===== src/rtl/cpu_pkg.sv =====
// Shared definitions for the simple CPU data path and its program loader:
// opcodes, instruction memory geometry, loader states and error codes.
package cpu_pkg;

    localparam int IMEM_DEPTH  = 16;
    localparam int IMEM_ADDR_W = 4;

    localparam logic [3:0] OPC_LOAD = 4'h1;
    localparam logic [3:0] OPC_ADD  = 4'h2;

    typedef enum logic [2:0] {
        LD_IDLE = 3'd0,
        LD_LEN  = 3'd1,
        LD_DATA = 3'd2,
        LD_CHK  = 3'd3,
        LD_DONE = 3'd4,
        LD_ERR  = 3'd5
    } ld_state_e;

    localparam logic [1:0] ERR_NONE = 2'b00;
    localparam logic [1:0] ERR_LEN  = 2'b01;
    localparam logic [1:0] ERR_CHK  = 2'b10;
    localparam logic [1:0] ERR_TMO  = 2'b11;

    // Frame checksum is a plain modulo-256 byte sum.
    function automatic logic [7:0] csum_add(input logic [7:0] acc, input logic [7:0] b);
        return acc + b;
    endfunction

endpackage


===== src/rtl/inst_mem_2p.sv =====
// Instruction memory: one synchronous write port and one registered read port.
// A read and write to the same address in one cycle return the old contents.
module inst_mem_2p
    import cpu_pkg::*;
#(
    parameter int DEPTH  = IMEM_DEPTH,
    parameter int ADDR_W = IMEM_ADDR_W,
    parameter int DATA_W = 8
) (
    input  logic              clk,
    input  logic              rst_n,
    input  logic              we_i,
    input  logic [ADDR_W-1:0] waddr_i,
    input  logic [DATA_W-1:0] wdata_i,
    input  logic              re_i,
    input  logic [ADDR_W-1:0] raddr_i,
    output logic [DATA_W-1:0] rdata_o
);

    logic [DATA_W-1:0] mem_q [DEPTH];
    logic [DATA_W-1:0] rdata_q;

    // Storage array; deliberately not reset.
    always_ff @(posedge clk) begin
        if (we_i) begin
            mem_q[waddr_i] <= wdata_i;
        end
    end

    // Read register; a disabled read returns zero so the caller can mask by length.
    always_ff @(posedge clk or negedge rst_n) begin
        if (!rst_n) begin
            rdata_q <= {DATA_W{1'b0}};
        end else if (re_i) begin
            rdata_q <= mem_q[raddr_i];
        end else begin
            rdata_q <= {DATA_W{1'b0}};
        end
    end

    assign rdata_o = rdata_q;

endmodule


===== src/rtl/prog_loader.sv =====
// Framed byte-stream program loader (length, bytes, checksum) feeding the
// instruction memory, plus the length-masked CPU fetch port.
module prog_loader
    import cpu_pkg::*;
#(
    parameter int DEPTH   = IMEM_DEPTH,
    parameter int ADDR_W  = IMEM_ADDR_W,
    parameter int TIMEOUT = 255
) (
    input  logic              clk,
    input  logic              rst_n,
    input  logic              load_start,
    input  logic              s_valid,
    input  logic [7:0]        s_data,
    output logic              s_ready,
    input  logic [ADDR_W-1:0] fetch_addr,
    output logic [7:0]        fetch_data,
    output logic [4:0]        prog_len,
    output logic              cpu_run,
    output logic              busy,
    output logic              load_err,
    output logic [1:0]        err_code
);

    localparam int IDX_W = ADDR_W + 1;
    localparam int TMO_W = $clog2(TIMEOUT + 1);
    localparam logic [7:0]       DEPTH_B  = 8'(DEPTH);
    localparam logic [TMO_W-1:0] TMO_LAST = TMO_W'(TIMEOUT - 1);
    localparam logic [IDX_W-1:0] IDX_ONE  = IDX_W'(1);
    localparam logic [TMO_W-1:0] TMO_ONE  = TMO_W'(1);

    ld_state_e         state_q, state_d;
    logic [IDX_W-1:0]  len_q, len_d;
    logic [IDX_W-1:0]  idx_q, idx_d;
    logic [7:0]        sum_q, sum_d;
    logic [TMO_W-1:0]  idle_q, idle_d;
    logic [1:0]        err_q, err_d;
    logic [4:0]        plen_q, plen_d;
    logic              busy_q, busy_d;
    logic              run_q, run_d;
    logic              lerr_q, lerr_d;
    logic              xfer_s;
    logic              we_s;
    logic              re_s;

    assign s_ready = busy_q && !load_start;
    assign xfer_s  = s_valid && s_ready;

    // State and bookkeeping registers, including the registered status outputs.
    always_ff @(posedge clk or negedge rst_n) begin
        if (!rst_n) begin
            state_q <= LD_IDLE;
            len_q   <= {IDX_W{1'b0}};
            idx_q   <= {IDX_W{1'b0}};
            sum_q   <= 8'h00;
            idle_q  <= {TMO_W{1'b0}};
            err_q   <= ERR_NONE;
            plen_q  <= 5'd0;
            busy_q  <= 1'b0;
            run_q   <= 1'b0;
            lerr_q  <= 1'b0;
        end else begin
            state_q <= state_d;
            len_q   <= len_d;
            idx_q   <= idx_d;
            sum_q   <= sum_d;
            idle_q  <= idle_d;
            err_q   <= err_d;
            plen_q  <= plen_d;
            busy_q  <= busy_d;
            run_q   <= run_d;
            lerr_q  <= lerr_d;
        end
    end

    // Next-state logic; load_start overrides everything else.
    always_comb begin
        state_d = state_q;
        len_d   = len_q;
        idx_d   = idx_q;
        sum_d   = sum_q;
        idle_d  = idle_q;
        err_d   = err_q;
        plen_d  = plen_q;
        we_s    = 1'b0;
        if (load_start) begin
            state_d = LD_LEN;
            len_d   = {IDX_W{1'b0}};
            idx_d   = {IDX_W{1'b0}};
            sum_d   = 8'h00;
            idle_d  = {TMO_W{1'b0}};
            err_d   = ERR_NONE;
            plen_d  = 5'd0;
        end else begin
            case (state_q)
                LD_LEN: begin
                    if (!xfer_s) begin
                        state_d = LD_LEN;
                    end else if ((s_data == 8'h00) || (s_data > DEPTH_B)) begin
                        state_d = LD_ERR;
                        err_d   = ERR_LEN;
                    end else begin
                        len_d   = s_data[IDX_W-1:0];
                        idle_d  = {TMO_W{1'b0}};
                        state_d = LD_DATA;
                    end
                end
                LD_DATA, LD_CHK: begin
                    if (xfer_s) begin
                        idle_d = {TMO_W{1'b0}};
                        if (state_q == LD_DATA) begin
                            we_s  = 1'b1;
                            sum_d = csum_add(sum_q, s_data);
                            idx_d = idx_q + IDX_ONE;
                            if ((idx_q + IDX_ONE) == len_q) begin
                                state_d = LD_CHK;
                            end else begin
                                state_d = LD_DATA;
                            end
                        end else if (s_data == sum_q) begin
                            state_d = LD_DONE;
                            plen_d  = 5'(len_q);
                        end else begin
                            state_d = LD_ERR;
                            err_d   = ERR_CHK;
                        end
                    end else if (idle_q == TMO_LAST) begin
                        // This is the TIMEOUT-th consecutive idle cycle.
                        state_d = LD_ERR;
                        err_d   = ERR_TMO;
                        idle_d  = {TMO_W{1'b0}};
                    end else begin
                        idle_d = idle_q + TMO_ONE;
                    end
                end
                LD_IDLE, LD_DONE, LD_ERR: begin
                    state_d = state_q;
                end
                default: begin
                    state_d = LD_IDLE;
                    plen_d  = 5'd0;
                end
            endcase
        end
    end

    // Status outputs are registered copies of the next-state decode.
    always_comb begin
        busy_d = 1'b0;
        run_d  = 1'b0;
        lerr_d = 1'b0;
        case (state_d)
            LD_LEN, LD_DATA, LD_CHK: busy_d = 1'b1;
            LD_DONE:                 run_d  = 1'b1;
            LD_ERR:                  lerr_d = 1'b1;
            default:                 busy_d = 1'b0;
        endcase
    end

    assign re_s = {1'b0, fetch_addr} < plen_q;

    inst_mem_2p #(
        .DEPTH  (DEPTH),
        .ADDR_W (ADDR_W),
        .DATA_W (8)
    ) u_imem (
        .clk     (clk),
        .rst_n   (rst_n),
        .we_i    (we_s),
        .waddr_i (idx_q[ADDR_W-1:0]),
        .wdata_i (s_data),
        .re_i    (re_s),
        .raddr_i (fetch_addr),
        .rdata_o (fetch_data)
    );

    assign prog_len = plen_q;
    assign cpu_run  = run_q;
    assign busy     = busy_q;
    assign load_err = lerr_q;
    assign err_code = err_q;

endmodule


===== config.mk =====
export PLATFORM = sky130hd
export DESIGN_NAME = prog_loader
export DESIGN_NICKNAME = d
export VERILOG_FILES = /design/src/rtl/cpu_pkg.sv /design/src/rtl/inst_mem_2p.sv /design/src/rtl/prog_loader.sv
export SDC_FILE = /design/constraint.sdc
export NUM_CORES = 1
export LEC_CHECK = 0
export ABC_CLOCK_PERIOD_IN_PS = 3900
export CORE_ASPECT_RATIO = 0.75
export CORE_MARGIN = 5
export CORE_UTILIZATION = 50
export DETAILED_ROUTE_END_ITERATION = 16
export PLACE_DENSITY = 0.74
export SYNTH_ARGS = -nofsm -noshare
export SYNTH_HDL_FRONTEND = slang
export SYNTH_SLANG_ARGS = --single-unit

===== constraint.sdc =====
create_clock -name clk -period 3.9 [get_ports clk]
set_input_delay 0.78 -clock clk [delete_from_list [all_inputs] [get_ports clk]]
set_output_delay 0.78 -clock clk [all_outputs]
set_load 0.01 [all_outputs]

==> impl_metrics.env, run 1 <==
export IMPL_tightest_slew_ns=0.8395
export IMPL_wl_met2_um=7687
export IMPL_die_w_um=153.6
export IMPL_grt_pass1_vias=4561
export IMPL_crit_type="in2reg"
export IMPL_worstPathArrival_ns=3.13
export IMPL_antenna_left=0
export IMPL_cts_buffer_depth=2
export IMPL_rows=39
export IMPL_postLayoutCoreUtil_pct=59.96
export IMPL_syn_area_um2=7727
export IMPL_yosysMostFrequentCell="edfxtp_1"
export IMPL_dieArea_um2=18070
export IMPL_ys_top_cells_by_count="128 x edfxtp_1, 47 x dfrtp_1, 42 x nand2_1"
export IMPL_max_slew_margin_pct=44.03
export IMPL_cts_resized=0
export IMPL_start_kind="input port"
export IMPL_crit_path_max_fanout=8
export IMPL_post_dp_hpwl_um=11470
export IMPL_timing_reg2reg_setup_slack_ns=1.35
export IMPL_initial_utilization_pct=50.92
export IMPL_period_share_pct=76.77
export IMPL_fillers=1116
export IMPL_post_cts_buffers=0
export IMPL_cp_cell_sequence="clkdlybuf4s50_1, nand3b_1, nor3_1, nand2_1, nor3_1, buf_4"
export IMPL_ys_types=58
export IMPL_grt_antenna_before_repair=0
export IMPL_power_leakage_nw=3.344
export IMPL_synth_top_area_share_pct=49.74
export IMPL_grt_pass1_wl_um=26250
export IMPL_drive_gt1_share_pct=14.53
export IMPL_required_ns=4.04
export IMPL_power_total_mw=3.878
export IMPL_yosysWarningCount=0
export IMPL_syn_inst=489
export IMPL_syn_area_per_cell_um2=15.80
export IMPL_async_flop_share_pct=26.86
export IMPL_period_needed_ns=2.994
export IMPL_ys_seq_area_share_pct=64.96
export IMPL_wl_met1_um=7593
export IMPL_finalWirelength_um=16540
export IMPL_grt_remaining_overflow=0
export IMPL_cts_sinks=175
export IMPL_drv_slew=0
export IMPL_dieHeight_um=117.7
export IMPL_fmax_mhz=334.0
export IMPL_final_setup_tns_ns=0
export IMPL_drc=0
export IMPL_core_area_um2=15180
export IMPL_synth_seq_cells=175
export IMPL_grt_start_max_net_pins=38
export IMPL_crit_path_frequent_cell="nor3_1"
export IMPL_cts_hold_buf=0
export IMPL_vdd_drop_max_mv=0.2554
export IMPL_cap_violations=0
export IMPL_insertion_delay_ns=0.43
export IMPL_synth_flop_cell="edfxtp_1"
export IMPL_highest_layer="met4"
export IMPL_syn2layout_area_growth_pct=17.75
export IMPL_hold_path_class="in2async"
export IMPL_final_nets=598
export IMPL_num_antenna_cells=0
export IMPL_routedWlPerCell_um=21.13
export IMPL_avgViaCountPerCell=5.765
export IMPL_root_buffer="clkbuf_16"
export IMPL_status="completed"
export IMPL_cts_tree="done"
export IMPL_drt_iter0_markers=383
export IMPL_ioPinCount=35
export IMPL_skew_ns=0.01260
export IMPL_numCtsBuffers=17
export IMPL_htreeDepth=4
export IMPL_place_congestion=0.8721
export IMPL_synthTopCellsByArea="edfxtp_1 50%, dfrtp_1 15%, mux4_1 11%"
export IMPL_met3_wirelength_um=948
export IMPL_portBuffers=34
export IMPL_finalSetupViolations=0
export IMPL_reg2reg_depth=5
export IMPL_synth_edf_count=128
export IMPL_rsz0062_at_grt="no"
export IMPL_path_clk_slew_ns=0.06
export IMPL_hold_viol=0
export IMPL_gr_usage_all_layers_pct=19.30
export IMPL_vias=4514
export IMPL_synth_top_area_cell="edfxtp_1"
export IMPL_first_pass_iters=5
export IMPL_syn_num_nets=522
export IMPL_p_per_area_nw_per_um2=426.2
export IMPL_critPathCaptureType="register"
export IMPL_slowest_delay_ns=0.62
export IMPL_crit_slowest_cell="nor3_1"
## area by class of cell
cell class / instances / area [um^2] / share of cell area (%)
sequential: 175 / 5020 / 55.17
timing repair buffer: 77 / 653.1 / 7.178
multi-input combinational: 278 / 2530 / 27.81
clock buffer: 28 / 528.0 / 5.803
clock inverter: 4 / 51.30 / 0.5638
tap: 205 / 256.5 / 2.819
inverter: 16 / 60.06 / 0.6601
## critical path, delay by kind of cell
kind / cells / cell delay (ns)
AND/OR/NAND/NOR: 4 / 1.57
buffers and inverters: 2 / 0.78
## per-layer routing
metal / up-vias / track usage, %
li1: 2065 / -
met1: 2258 / 27.92
met2: 173 / 29.00
met3: 18 / 4.263
met4: 0 / 7.060
met5: - / 0
## state kept, by name, indices dropped and copies added, names as in the netlist
register and cells:
busy 1, u_imem.rdata_o 8, idle_q 8, sum_q 8, err_code 2, len_q 5, prog_len 5, idx_q 5
u_imem.mem_q 128, cpu_run 1, load_err 1, state_q 3
## cells in the final DEF (no fill, tap or decap), drive strengths merged, types with 11 or more instances in the layout
cell and n:
o21ai 19, a21oi 11, edfxtp 128, nand2 42, clkbuf 28, clkdlybuf4s50 32
nor3 12, mux4 40, inv 17, dfrtp 47, nor2 34, ha 16
buf 45
## cell families after synthesis
kind of cell	synth area share (%)
simple gates	8.144
fa+ha+maj	2.850
compound gates	6.558
mux	13.49
xor+xnor	1.700
buf+inv	2.299
flops	64.96
## final timing paths
kind | endpoint | from
max | u_imem.mem_q[3][6] | s_valid
min | sum_q[7] | rst_n
max reg2reg | u_imem.mem_q[3][6] | busy
min reg2reg | idle_q[7] | idle_q[7]
max in group asynchronous | u_imem.rdata_o[3] | rst_n
min in group clk | idle_q[7] | idle_q[7]
## power breakdown
group          total, mW  switching [mW]  internal, mW
Sequential          2.02         0.00745          2.01
Clock               1.65           0.657         0.988
Combinational      0.214           0.116        0.0984
Total               3.88           0.780          3.10
## stage by stage
step / instance area, um^2 / cells / hold slack, ns / setup slack [ns]
4_1_cts: 9099 / 783 / 0.4846 / 0.9999
2_1_floorplan: 7727 / 489 / 0.4451 / 1.196
5_1_grt: 9099 / 783 / 0.5141 / 0.7497
3_5_place_dp: 8519 / 751 / 0.4744 / 0.5828
3_3_place_gp: 8519 / 751 / 0.4677 / 0.5993
6_report: 9099 / 783 / 0.4571 / 0.9060
Note: power is estimated with default switching activity, not from simulation.
==> inputs of run 2 (changes only) <==
--- a/config.mk
+++ b/config.mk
@@ -5,12 +5,12 @@
 export SDC_FILE = /design/constraint.sdc
 export NUM_CORES = 1
 export LEC_CHECK = 0
-export ABC_CLOCK_PERIOD_IN_PS = 3900
+export ABC_CLOCK_PERIOD_IN_PS = 2600
 export CORE_ASPECT_RATIO = 0.75
 export CORE_MARGIN = 5
 export CORE_UTILIZATION = 50
 export DETAILED_ROUTE_END_ITERATION = 16
-export PLACE_DENSITY = 0.74
+export PLACE_DENSITY = 0.77
 export SYNTH_ARGS = -nofsm -noshare
 export SYNTH_HDL_FRONTEND = slang
 export SYNTH_SLANG_ARGS = --single-unit
==> constraint.sdc (replaced) <==
create_clock -name clk -period 2.6 [get_ports clk]
set_input_delay 0.52 -clock clk [delete_from_list [all_inputs] [get_ports clk]]
set_output_delay 0.52 -clock clk [all_outputs]
set_load 0.01 [all_outputs]
==> run 2 against run 1 <==
Die area stayed put. Global-route usage grew 0.43 points. Utilization up 0.78 points. Non-clock buffer count grew 13. Sequential power increased by 50%. Wire length grew 4.2%. Sequential share of layout area shrank 0.71 points. Via count increased by 2.6%. Critical path depth is 2 lower. Worst setup slack worse by 0.68 ns. Clock power increased by 48%. Largest cell class unchanged. Largest power group unchanged. Highest routed layer unchanged.
==> impl_metrics.env, run 2 (synthesis results as in run 1) <==
export IMPL_status="completed"
export IMPL_drv_slew=0
export IMPL_power_leakage_nw=3.412
export IMPL_skew_ns=0.008789
export IMPL_crit_path_frequent_cell="clkdlybuf4s50_1"
export IMPL_cp_num_buf_inv=3
export IMPL_ioPinCount=35
export IMPL_portBuffers=34
export IMPL_grt_remaining_overflow=0
export IMPL_required_ns=2.08
export IMPL_place_congestion=0.8123
export IMPL_post_cts_buffers=0
export IMPL_vias=4631
export IMPL_critPathCaptureType="output pin"
export IMPL_avgViaCountPerCell=5.818
export IMPL_slowest_delay_ns=0.54
export IMPL_crit_type="in2out"
export IMPL_cts_sinks=175
export IMPL_worstPathArrival_ns=1.85
export IMPL_cts_buffer_depth=2
export IMPL_largest_reg_flops=128
export IMPL_final_common_cell="edfxtp_1"
export IMPL_rsz0062_at_grt="no"
export IMPL_num_antenna_cells=0
export IMPL_syn2layout_area_growth_pct=19.28
export IMPL_antenna_left=0
export IMPL_hold_ws_ns=0.1911
export IMPL_drive_gt1_share_pct=17.09
export IMPL_hold_viol=0
export IMPL_post_dp_hpwl_um=11690
export IMPL_path_clk_slew_ns=0.07
export IMPL_root_buffer="clkbuf_16"
export IMPL_mostFrequentLayoutCells="128 x edfxtp_1, 54 x buf_4, 47 x dfrtp_1"
export IMPL_cp_cell_sequence="clkdlybuf4s50_1, buf_4, nor2b_1, clkdlybuf4s50_1"
export IMPL_cts_tree="done"
export IMPL_drc=0
export IMPL_initial_utilization_pct=50.92
export IMPL_final_nets=611
export IMPL_dieArea_um2=18070
export IMPL_routedWlPerCell_um=21.65
export IMPL_htreeDepth=4
export IMPL_crit_path_max_fanout=9
export IMPL_grt_antenna_before_repair=0
export IMPL_grt_pass1_wl_um=26880
export IMPL_cts_resized=0
export IMPL_hold_path_class="in2async"
export IMPL_postLayoutCoreUtil_pct=60.74
export IMPL_die_w_um=153.6
export IMPL_period_share_pct=91.13
export IMPL_finalWirelength_um=17230
export IMPL_core_area_um2=15180
export IMPL_drt_iter0_markers=377
export IMPL_cts_hold_buf=0
export IMPL_first_pass_iters=5
export IMPL_insertion_delay_ns=0.42
export IMPL_gr_usage_all_layers_pct=19.73
export IMPL_cap_violations=0
export IMPL_numCtsBuffers=17
export IMPL_tightest_slew_ns=0.6689
export IMPL_start_kind="input port"
export IMPL_dieHeight_um=117.7
export IMPL_rows=39
export IMPL_p_per_area_nw_per_um2=631.9
export IMPL_fmax_mhz=422.1
export IMPL_finalSetupViolations=0
export IMPL_max_slew_margin_pct=55.11
export IMPL_crit_slowest_cell="clkdlybuf4s50_1"
export IMPL_crit_family="buffers and inverters"
export IMPL_grt_start_max_net_pins=48
export IMPL_power_total_mw=5.824
export IMPL_vdd_drop_max_mv=0.5911
export IMPL_top_register="u_imem.mem_q"
export IMPL_period_needed_ns=2.369
export IMPL_grt_pass1_vias=4665
[run 2: metal layers]
layer  vias to the layer above  track usage, %  wire length, um  part of all wire [%]
met3                        16           4.043             1184                   6.9
met1                      2333           27.52             7378                    43
met2                       193           32.31             8520                    49
met4                         0           4.578              148                  0.86
li1                       2089               -                -                     -
met5                         -               0                0                     0
[run 2: power breakdown]
part           switching, mW  internal (mW)  leakage, nW  total [mW]
combinational          0.179          0.172         1.34       0.351
clock                   1.08           1.37        0.284        2.45
sequential            0.0118           3.01         1.79        3.03
total                   1.27           4.56         3.41        5.82
[run 2: path summary, 6_finish.rpt]
path,start,cells past startpoint,to,slack [ns]
worst max-delay path,load_start,4,s_ready,0.23
worst min-delay path,rst_n,2,cpu_run,0.19
worst max register to register,sum_q[4],7,cpu_run,0.45
worst min register to register,idle_q[7],1,idle_q[7],0.49
max in group asynchronous,rst_n,2,u_imem.rdata_o[7],1.98
min in group clk,idle_q[7],1,idle_q[7],0.49
[run 2: cell type report]
cell class              count  area, um^2
inverters                  16       60.06
well taps                 205       256.5
clock inverters            12       128.9
fillers                  1091        5958
flip-flops and latches    175        5020
repair buffers             90       775.7
multi-input cells         278        2530
clock buffers              20       446.7
[run 2: metrics by stage]
step | std cells | TNS, ns | cell area (um^2) | setup slack, ns
final | 796 | 0 | 9218 | 0.2306
after global routing | 796 | 0 | 9218 | 0.1056
after detailed placement | 764 | -2.650 | 8642 | -0.1705
after floorplan | 489 | 0 | 7727 | 0.1556
after global placement | 764 | -0.9924 | 8642 | -0.1132
after CTS | 796 | 0 | 9218 | 0.2236
==> inputs of run 3 (changes only) <==
--- a/config.mk
+++ b/config.mk
@@ -8,9 +8,9 @@
 export ABC_CLOCK_PERIOD_IN_PS = 2600
 export CORE_ASPECT_RATIO = 0.75
 export CORE_MARGIN = 5
-export CORE_UTILIZATION = 50
+export CORE_UTILIZATION = 54
 export DETAILED_ROUTE_END_ITERATION = 16
-export PLACE_DENSITY = 0.77
+export PLACE_DENSITY = 0.81
 export SYNTH_ARGS = -nofsm -noshare
 export SYNTH_HDL_FRONTEND = slang
 export SYNTH_SLANG_ARGS = --single-unit
==> run 3 against run 2 <==
Sequential power about the same. Critical endpoint is now err_code[0]. Die area decreased by 6.9%. Critical path depth increased by 3. Utilization increased by 5.0 points. Largest cell class unchanged. Maximum frequency increased by 0.91%. Wire length increased by 4.5%. Highest routed layer unchanged. First-iteration DRC count increased by 21%.
==> impl_metrics.env, run 3 (synthesis results as in run 1) <==
export IMPL_status="completed"
export IMPL_drv_slew=0
export IMPL_dpl_cell_area_um2=8532
export IMPL_die_w_um=148.1
export IMPL_fin_cells=758
export IMPL_grt_pass1_vias=4753
export IMPL_portBuffers=34
export IMPL_fmax_mhz=425.9
export IMPL_cts_hold_buf=0
export IMPL_multi_input_area_um2=2530
export IMPL_post_cts_buffers=0
export IMPL_fillers=911
export IMPL_final_setup_tns_ns=0
export IMPL_start_kind="input port"
export IMPL_dieHeight_um=113.6
export IMPL_seq_area_um2=5020
export IMPL_finalSetupViolations=0
export IMPL_power_leakage_nw=3.363
export IMPL_grt_start_max_net_pins=34
export IMPL_core_area_um2=13890
export IMPL_path_clk_slew_ns=0.08
export IMPL_place_congestion=0.8750
export IMPL_final_nets=603
export IMPL_drive_gt1_share_pct=16.30
export IMPL_cap_violations=0
export IMPL_final_common_cell="edfxtp_1"
export IMPL_vdd_drop_max_mv=0.4963
export IMPL_required_ns=2.90
export IMPL_crit_type="in2reg"
export IMPL_syn2layout_area_growth_pct=18.12
export IMPL_drt_iter0_markers=458
export IMPL_rows=37
export IMPL_dieArea_um2=16830
export IMPL_top_register="u_imem.mem_q"
export IMPL_initial_utilization_pct=55.64
export IMPL_numCtsBuffers=17
export IMPL_postLayoutCoreUtil_pct=65.72
export IMPL_period_share_pct=90.30
export IMPL_max_slew_margin_pct=55.05
export IMPL_tightest_slew_ns=0.6713
export IMPL_routedWlPerCell_um=23.77
export IMPL_finalWirelength_um=18020
export IMPL_rsz0062_at_grt="no"
export IMPL_finalInstanceArea_um2=9128
export IMPL_dp_cells=726
export IMPL_cts_buffer_depth=2
export IMPL_mostFrequentLayoutCells="128 x edfxtp_1, 47 x dfrtp_1, 47 x buf_4"
export IMPL_antenna_left=0
export IMPL_num_antenna_cells=0
export IMPL_grt_remaining_overflow=0
export IMPL_cts_resized=0
export IMPL_hold_path_class="in2async"
export IMPL_drc=0
export IMPL_gr_usage_all_layers_pct=22.96
export IMPL_crit_path_max_fanout=5
export IMPL_largest_reg_flops=128
export IMPL_first_pass_iters=5
export IMPL_p_per_area_nw_per_um2=645.7
export IMPL_insertion_delay_ns=0.43
export IMPL_root_buffer="clkbuf_16"
export IMPL_htreeDepth=4
export IMPL_period_needed_ns=2.348
export IMPL_vias=4694
export IMPL_worstPathArrival_ns=2.65
export IMPL_hold_viol=0
export IMPL_critPathCaptureType="register"
export IMPL_cts_tree="done"
export IMPL_cts_sinks=175
export IMPL_ioPinCount=35
export IMPL_power_total_mw=5.894
export IMPL_grt_antenna_before_repair=0
export IMPL_dp_slack_ns=-0.1436
export IMPL_skew_ns=0.01255
export IMPL_grt_pass1_wl_um=28390
export IMPL_hold_ws_ns=0.03617
export IMPL_post_dp_hpwl_um=12000
export IMPL_finalWorstSetupSlack_ns=0.2521
export IMPL_avgViaCountPerCell=6.193
==> run 3: cell types whose count changed in the layout (fill, tap and decap cells not counted), sizes merged <==
cell      before  now
buf           58   50
clkinv         7    3
clkbuf        20   17
inv           20   23
clkinvlp       0    4
==> run 3: final cells by class <==
class	count	share of cell area [%]
Sequential cell	175	55.00
Multi-Input combinational cell	278	27.72
Timing Repair Buffer	82	7.704
Clock buffer	17	4.661
Tap cell	175	2.399
Clock inverter	15	1.864
Inverter	16	0.6580
==> run 3: where the power goes <==
part | internal [mW] | leakage, nW | switching [mW] | total [mW]
Clock | 1.37 | 0.278 | 1.16 | 2.52
Sequential | 3.01 | 1.79 | 0.0121 | 3.03
Combinational | 0.163 | 1.30 | 0.183 | 0.346
==> run 3: metal layers <==
metal | vias up | GRT usage (%) | wire, um
li1 | 2089 | - | -
met1 | 2369 | 32.02 | 7752
met2 | 216 | 37.00 | 8766
met3 | 20 | 5.123 | 1255
met4 | 0 | 6.646 | 241
met5 | - | 0 | 0
==> run 3: worst paths after layout <==
check	startpoint	cells after the start	slack (ns)	to
setup / recovery	s_data[5]	7	0.25	err_code[0]
hold / removal	rst_n	1	0.04	u_imem.rdata_o[1]
setup reg to reg	idx_q[0]	6	0.45	busy
hold reg to reg	idle_q[7]	1	0.49	idle_q[7]
max in group asynchronous	rst_n	2	1.88	len_q[0]
min in group clk	idle_q[7]	1	0.49	idle_q[7]
==> run 3: critical path, cell delays in order <==
cell and delay [ns]:
clkdlybuf4s50_1 0.52, ha_1 0.37, nor4_1 0.37, nand3_1 0.14, a211oi_1 0.42, a2111oi_0 0.16
a2bb2oi_1 0.15
